==> src/rtl/fb_pixel_writer.sv <==
// Frame-buffer loader: assembles R,G,B bytes from a byte stream into 6-bit pixels
// and writes them linearly into three RAM planes, one pixel per address.
//
// state   | meaning
// --------+-----------------------------------------------------------
// S_IDLE  | waiting for start; no bytes accepted
// S_GET_R | in_ready high, waiting for the red byte
// S_GET_G | in_ready high, waiting for the green byte
// S_GET_B | in_ready high, waiting for the blue byte
// S_WRITE | wr_en high for one cycle; advance address or finish frame
module fb_pixel_writer #(
    parameter int NPIX = 10000,
    parameter int AW   = 16,
    parameter int DW   = 6
) (
    input  logic          clkq,
    input  logic          rstn,
    input  logic          start,
    input  logic          abort,
    input  logic [7:0]    in_data,
    input  logic          in_valid,
    output logic          in_ready,
    output logic          wr_en,
    output logic [AW-1:0] wr_addr,
    output logic [DW-1:0] wr_dR,
    output logic [DW-1:0] wr_dG,
    output logic [DW-1:0] wr_dB,
    output logic          busy,
    output logic          done,
    output logic          err
);

    typedef enum logic [2:0] {
        S_IDLE,
        S_GET_R,
        S_GET_G,
        S_GET_B,
        S_WRITE
    } state_t;

    state_t        state_q, state_d;
    logic [AW-1:0] cnt_q, cnt_d;
    logic [DW-1:0] hold_r_q, hold_r_d;
    logic [DW-1:0] hold_g_q, hold_g_d;
    logic          in_ready_q, in_ready_d;
    logic          wr_en_q, wr_en_d;
    logic [AW-1:0] wr_addr_q, wr_addr_d;
    logic [DW-1:0] wr_dr_q, wr_dr_d;
    logic [DW-1:0] wr_dg_q, wr_dg_d;
    logic [DW-1:0] wr_db_q, wr_db_d;
    logic          busy_q, busy_d;
    logic          done_q, done_d;
    logic          err_q, err_d;

    logic          accept;
    logic [DW-1:0] byte_px;
    logic          last_pix;

    // Low bits of each byte are dropped by truncation to the channel width.
    logic          unused_in_bits;
    assign unused_in_bits = ^in_data;

    assign accept   = in_valid && in_ready_q;
    assign byte_px  = in_data[7 -: DW];
    assign last_pix = (cnt_q == AW'(NPIX - 1));

    always_ff @(posedge clkq or negedge rstn) begin
        if (!rstn) begin
            state_q    <= S_IDLE;
            cnt_q      <= '0;
            hold_r_q   <= '0;
            hold_g_q   <= '0;
            in_ready_q <= 1'b0;
            wr_en_q    <= 1'b0;
            wr_addr_q  <= '0;
            wr_dr_q    <= '0;
            wr_dg_q    <= '0;
            wr_db_q    <= '0;
            busy_q     <= 1'b0;
            done_q     <= 1'b0;
            err_q      <= 1'b0;
        end else begin
            state_q    <= state_d;
            cnt_q      <= cnt_d;
            hold_r_q   <= hold_r_d;
            hold_g_q   <= hold_g_d;
            in_ready_q <= in_ready_d;
            wr_en_q    <= wr_en_d;
            wr_addr_q  <= wr_addr_d;
            wr_dr_q    <= wr_dr_d;
            wr_dg_q    <= wr_dg_d;
            wr_db_q    <= wr_db_d;
            busy_q     <= busy_d;
            done_q     <= done_d;
            err_q      <= err_d;
        end
    end

    always_comb begin
        state_d   = state_q;
        cnt_d     = cnt_q;
        hold_r_d  = hold_r_q;
        hold_g_d  = hold_g_q;
        wr_addr_d = wr_addr_q;
        wr_dr_d   = wr_dr_q;
        wr_dg_d   = wr_dg_q;
        wr_db_d   = wr_db_q;
        done_d    = 1'b0;
        err_d     = err_q;

        case (state_q)
            S_IDLE: begin
                if (start) begin
                    state_d = S_GET_R;
                    cnt_d   = '0;
                    err_d   = 1'b0;
                end
            end
            S_GET_R: begin
                if (accept) begin
                    hold_r_d = byte_px;
                    state_d  = S_GET_G;
                end
            end
            S_GET_G: begin
                if (accept) begin
                    hold_g_d = byte_px;
                    state_d  = S_GET_B;
                end
            end
            S_GET_B: begin
                // Write-side registers load here so they are valid in the WRITE cycle.
                if (accept) begin
                    wr_addr_d = cnt_q;
                    wr_dr_d   = hold_r_q;
                    wr_dg_d   = hold_g_q;
                    wr_db_d   = byte_px;
                    state_d   = S_WRITE;
                end
            end
            S_WRITE: begin
                if (last_pix) begin
                    state_d = S_IDLE;
                    cnt_d   = '0;
                    done_d  = 1'b1;
                end else begin
                    state_d = S_GET_R;
                    cnt_d   = cnt_q + AW'(1);
                end
            end
            default: begin
                state_d = S_IDLE;
            end
        endcase

        if (busy_q) begin
            if (start) begin
                err_d = 1'b1;
            end
            // Abort beats everything else; a pending write-side load is discarded.
            if (abort) begin
                state_d   = S_IDLE;
                cnt_d     = '0;
                done_d    = 1'b0;
                wr_addr_d = wr_addr_q;
                wr_dr_d   = wr_dr_q;
                wr_dg_d   = wr_dg_q;
                wr_db_d   = wr_db_q;
            end
        end

        in_ready_d = (state_d == S_GET_R) || (state_d == S_GET_G) || (state_d == S_GET_B);
        wr_en_d    = (state_d == S_WRITE);
        busy_d     = (state_d != S_IDLE);
    end

    assign in_ready = in_ready_q;
    assign wr_en    = wr_en_q;
    assign wr_addr  = wr_addr_q;
    assign wr_dR    = wr_dr_q;
    assign wr_dG    = wr_dg_q;
    assign wr_dB    = wr_db_q;
    assign busy     = busy_q;
    assign done     = done_q;
    assign err      = err_q;

endmodule

==> config.mk <==
export PLATFORM = sky130hd
export DESIGN_NAME = fb_pixel_writer
export DESIGN_NICKNAME = d
export VERILOG_FILES = /design/src/rtl/fb_pixel_writer.sv
export SDC_FILE = /design/constraint.sdc
export NUM_CORES = 1
export LEC_CHECK = 0
export CELL_PAD_IN_SITES_DETAIL_PLACEMENT = 0
export CELL_PAD_IN_SITES_GLOBAL_PLACEMENT = 1
export CORE_MARGIN = 8
export CORE_UTILIZATION = 38
export DETAILED_ROUTE_END_ITERATION = 7
export PLACE_DENSITY = 0.76
export SYNTH_ARGS = -nofsm -noshare
export SYNTH_HDL_FRONTEND = slang
export SYNTH_SLANG_ARGS = --single-unit
==> constraint.sdc <==
create_clock -name clkq -period 1.5 [get_ports clkq]
set_input_delay 0.3 -clock clkq [delete_from_list [all_inputs] [get_ports clkq]]
set_output_delay 0.3 -clock clkq [all_outputs]
set_load 0.005 [all_outputs]
==> reports/metrics.csv <==
metric,value,unit
synth-async-reset-ratio,100,%
netlist_area,3220,um^2
htree_levels,3,
synth.avg_cell_area,12.2,um^2
synthDistinctLibCells,49,
gp_congestion,0.907,
finalSetupViolations,16,
slew_violations,0,
yosysSeqAreaShare,54.4,%
hp-class,input pin to async pin,
arrival,1.90,ns
rows,33,
finalCritPeriodShare,109,%
start_util,39.2,%
core,8220,um^2
synth_top_family_by_area,simple AND/OR/NAND/NOR gates,
yosys.area_share.adder,0.389,%
synth_nets,277,
port_buffers,49,
post-dp-hpwl,5.76,mm
hold_slack,0.467,ns
path_clk_slew,0.08,ns
num_vias,2585,
nets,388,
drc,0,
yosys.area_share.xor_xnor,0.272,%
wl,8.52,mm
hold_violations,0,
antenna_found_initial,0,
yosys-top-cells-area,"dfrtp_1 (54%), mux2_2 (15%), a31oi_1 (2.7%)",
drt_iter0_markers,138,
worstPathMaxFanout,4,
grt_max_degree,22,
routed_via_density,5.35,
yosys.area.top_type_share,54.4,%
slowest_delay,0.41,ns
violations,setup timing,
ioPinCount,52,
die_width,108,um
critPathSlowestCell,dfrtp_1,
clkSinkCount,70,
cp-start-kind,flip-flop,
dr.pass1.iters,4,
fin_crit,1.64,ns
cts_buffer_depth,2,
ant_nets,0,
worstPathRequired,1.76,ns
area_growth,50.3,%
grt_pass1_vias,2697,
leakage,2.38,nW
clock_latency,0.35,ns
worstSetupEndpointType,flip-flop,
synth_compound_area_share,7.77,%
fin_ws,-0.135,ns
drv_cap,0,
instances_no_fill,483,
fin_worst_skew,0.00909,ns
cts_tree,yes,
design_area,4840,um^2
dieArea,11700,um^2
nFillCells,660,
critPathKind,flip-flop to flip-flop,
grt_pass1_wl,13.5,mm
synth_edf_count,0,
routedWlPerCell,17.6,um
grtUsageTotal,14.5,%
tightest_slew,0.536,ns
rsz0062_at_grt,true,
synthSimpleGateAreaFrac,16.4,%
max_freq,611,MHz
post-place-ws,-0.371,ns
yosys_warnings,0,
dp_cells,452,
chipHeight,108,um
root_buffer,clkbuf_8,
worstPathCellList,ha_4 > and4b_4 > nand4_1 > buf_6 > or3b_1 > a31oi_1,
slew_headroom,64.3,%
power.density,1320,nW/um^2
synth-seq-cells,70,
cts_buffers,9,
tns,-1.09,ns
placed_area,4190,um^2
vdd_drop_max,819,uV
overflow,0,
yosys.area.top_type,dfrtp_1,
drive_gt1_share,43.1,%
syn_inst,263,
status,"complete, but fails checks",
synth.area.mux_share,16.4,%
synth_top_flop_cell,dfrtp_1,
n_antenna_cell,0,
[flip-flops by register name, indices dropped and copies added, names as in the netlist, named ones only]
register and flops:
wr_dG 6, done 1, wr_addr 16, hold_r_q 6, wr_en 1, busy 1, cnt_q 16, state_q 3
in_ready 1, hold_g_q 6, wr_dR 6, wr_dB 6
[report_power, final]
part / switching, mW / leakage (nW) / internal, mW / total [mW]
combinational: 0.800 / 1.33 / 1.14 / 1.94
sequential: 0.269 / 0.932 / 2.31 / 2.58
clock: 0.708 / 0.119 / 1.15 / 1.85
[kinds of logic after synthesis]
logic type | count (synthesis)
xor+xnor | 1
flops | 70
fa+ha+maj | 1
buf+inv | 23
mux | 47
compound gates | 38
simple gates | 83
[routing by layer]
| metal | part of all wire, % | track usage (%) |
|---|---|---|
| met1 | 44 | 17.8 |
| met5 | 0 | 0 |
| met4 | 1.3 | 3.96 |
| met2 | 47 | 23.8 |
| met3 | 7.2 | 5.18 |
[per-stage QoR]
step / power, mW / util, %
floorplan: 3.38 / -
CTS: 6.17 / 55.6
finish: 6.37 / 58.9
global placement: 4.30 / 51.0
global route: 6.71 / 58.9
detailed placement: 4.36 / 51.0
[timing repair]
action	in CTS	in global routing
setup buffers	10	2
hold buffers	1	0
endpoints found under the hold margin	15	0
pin swaps	15	13
setup endpoints to repair	67	55
cloned	0	3
gates resized for setup	57	40
[critical path: cells and delay by family (launching register included)]
family                     cells  cell delay (ns)
DFF                            1             0.41
and+or+nand+nor                3             0.66
AOI/OAI and AO/OA              1             0.15
buffers and inverters          1             0.16
adders and majority gates      1             0.19
[Yosys cell counts, types with 2 or more instances]
| cell type | number |
|---|---|
| nand2b_1 | 2 |
| or3b_1 | 2 |
| buf_2 | 8 |
| nor4b_4 | 2 |
| nand3_1 | 11 |
| dfrtp_1 | 70 |
| o211ai_1 | 2 |
| a2bb2oi_1 | 2 |
| a31oi_1 | 14 |
| mux2_1 | 2 |
| and2_1 | 7 |
| and3_1 | 3 |
| o21ai_0 | 4 |
| buf_4 | 3 |
| and4_1 | 3 |
| nor3_1 | 4 |
| mux2_2 | 44 |
| or2_2 | 2 |
| nand2_1 | 14 |
| a21oi_1 | 7 |
| inv_1 | 6 |
| nor4_1 | 2 |
| buf_6 | 4 |
| or4_1 | 2 |
| nor2_1 | 8 |
| nand4_1 | 12 |
[cells in the final DEF (no fill, tap or decap), drive strengths merged, types with 3 or more instances in the layout]
cell and n:
dfrtp 70, nor3 4, a31oi 14, clkbuf 13
inv 7, nand4 13, o21ai 4, buf 65
nor2 9, and4 3, a21oi 7, mux2 46
and2 7, and3 3, clkdlybuf4s50 9, dlygate4sd2 37
nand3 11, nand2 15, bufinv 3
[cell type report]
class | instances | area (um^2) | share of cell area (%)
sequential | 70 | 1760 | 36.3
multi-input combinational | 170 | 1550 | 32.0
timing repair buffer | 117 | 1130 | 23.5
clock buffer | 10 | 138 | 2.85
tap | 105 | 131 | 2.72
clock inverter | 5 | 106 | 2.20
inverter | 6 | 22.5 | 0.466
[worst paths after layout]
check / end / slack (ns) / cells after the start / startpoint
setup / recovery: cnt_q[6]$_DFF_PN0_ / -0.14 / 6 / cnt_q[0]$_DFF_PN0_
hold / removal: hold_r_q[2]$_DFFE_PN0P_ / 0.47 / 2 / rstn
setup reg to reg: cnt_q[6]$_DFF_PN0_ / -0.14 / 6 / cnt_q[0]$_DFF_PN0_
hold reg to reg: flip-flop / 0.50 / 1 / flip-flop
max in group asynchronous: cnt_q[10]$_DFF_PN0_ / 0.53 / 3 / rstn
min in group clkq: flip-flop / 0.50 / 1 / flip-flop
Power figures use the tool's default switching activity.
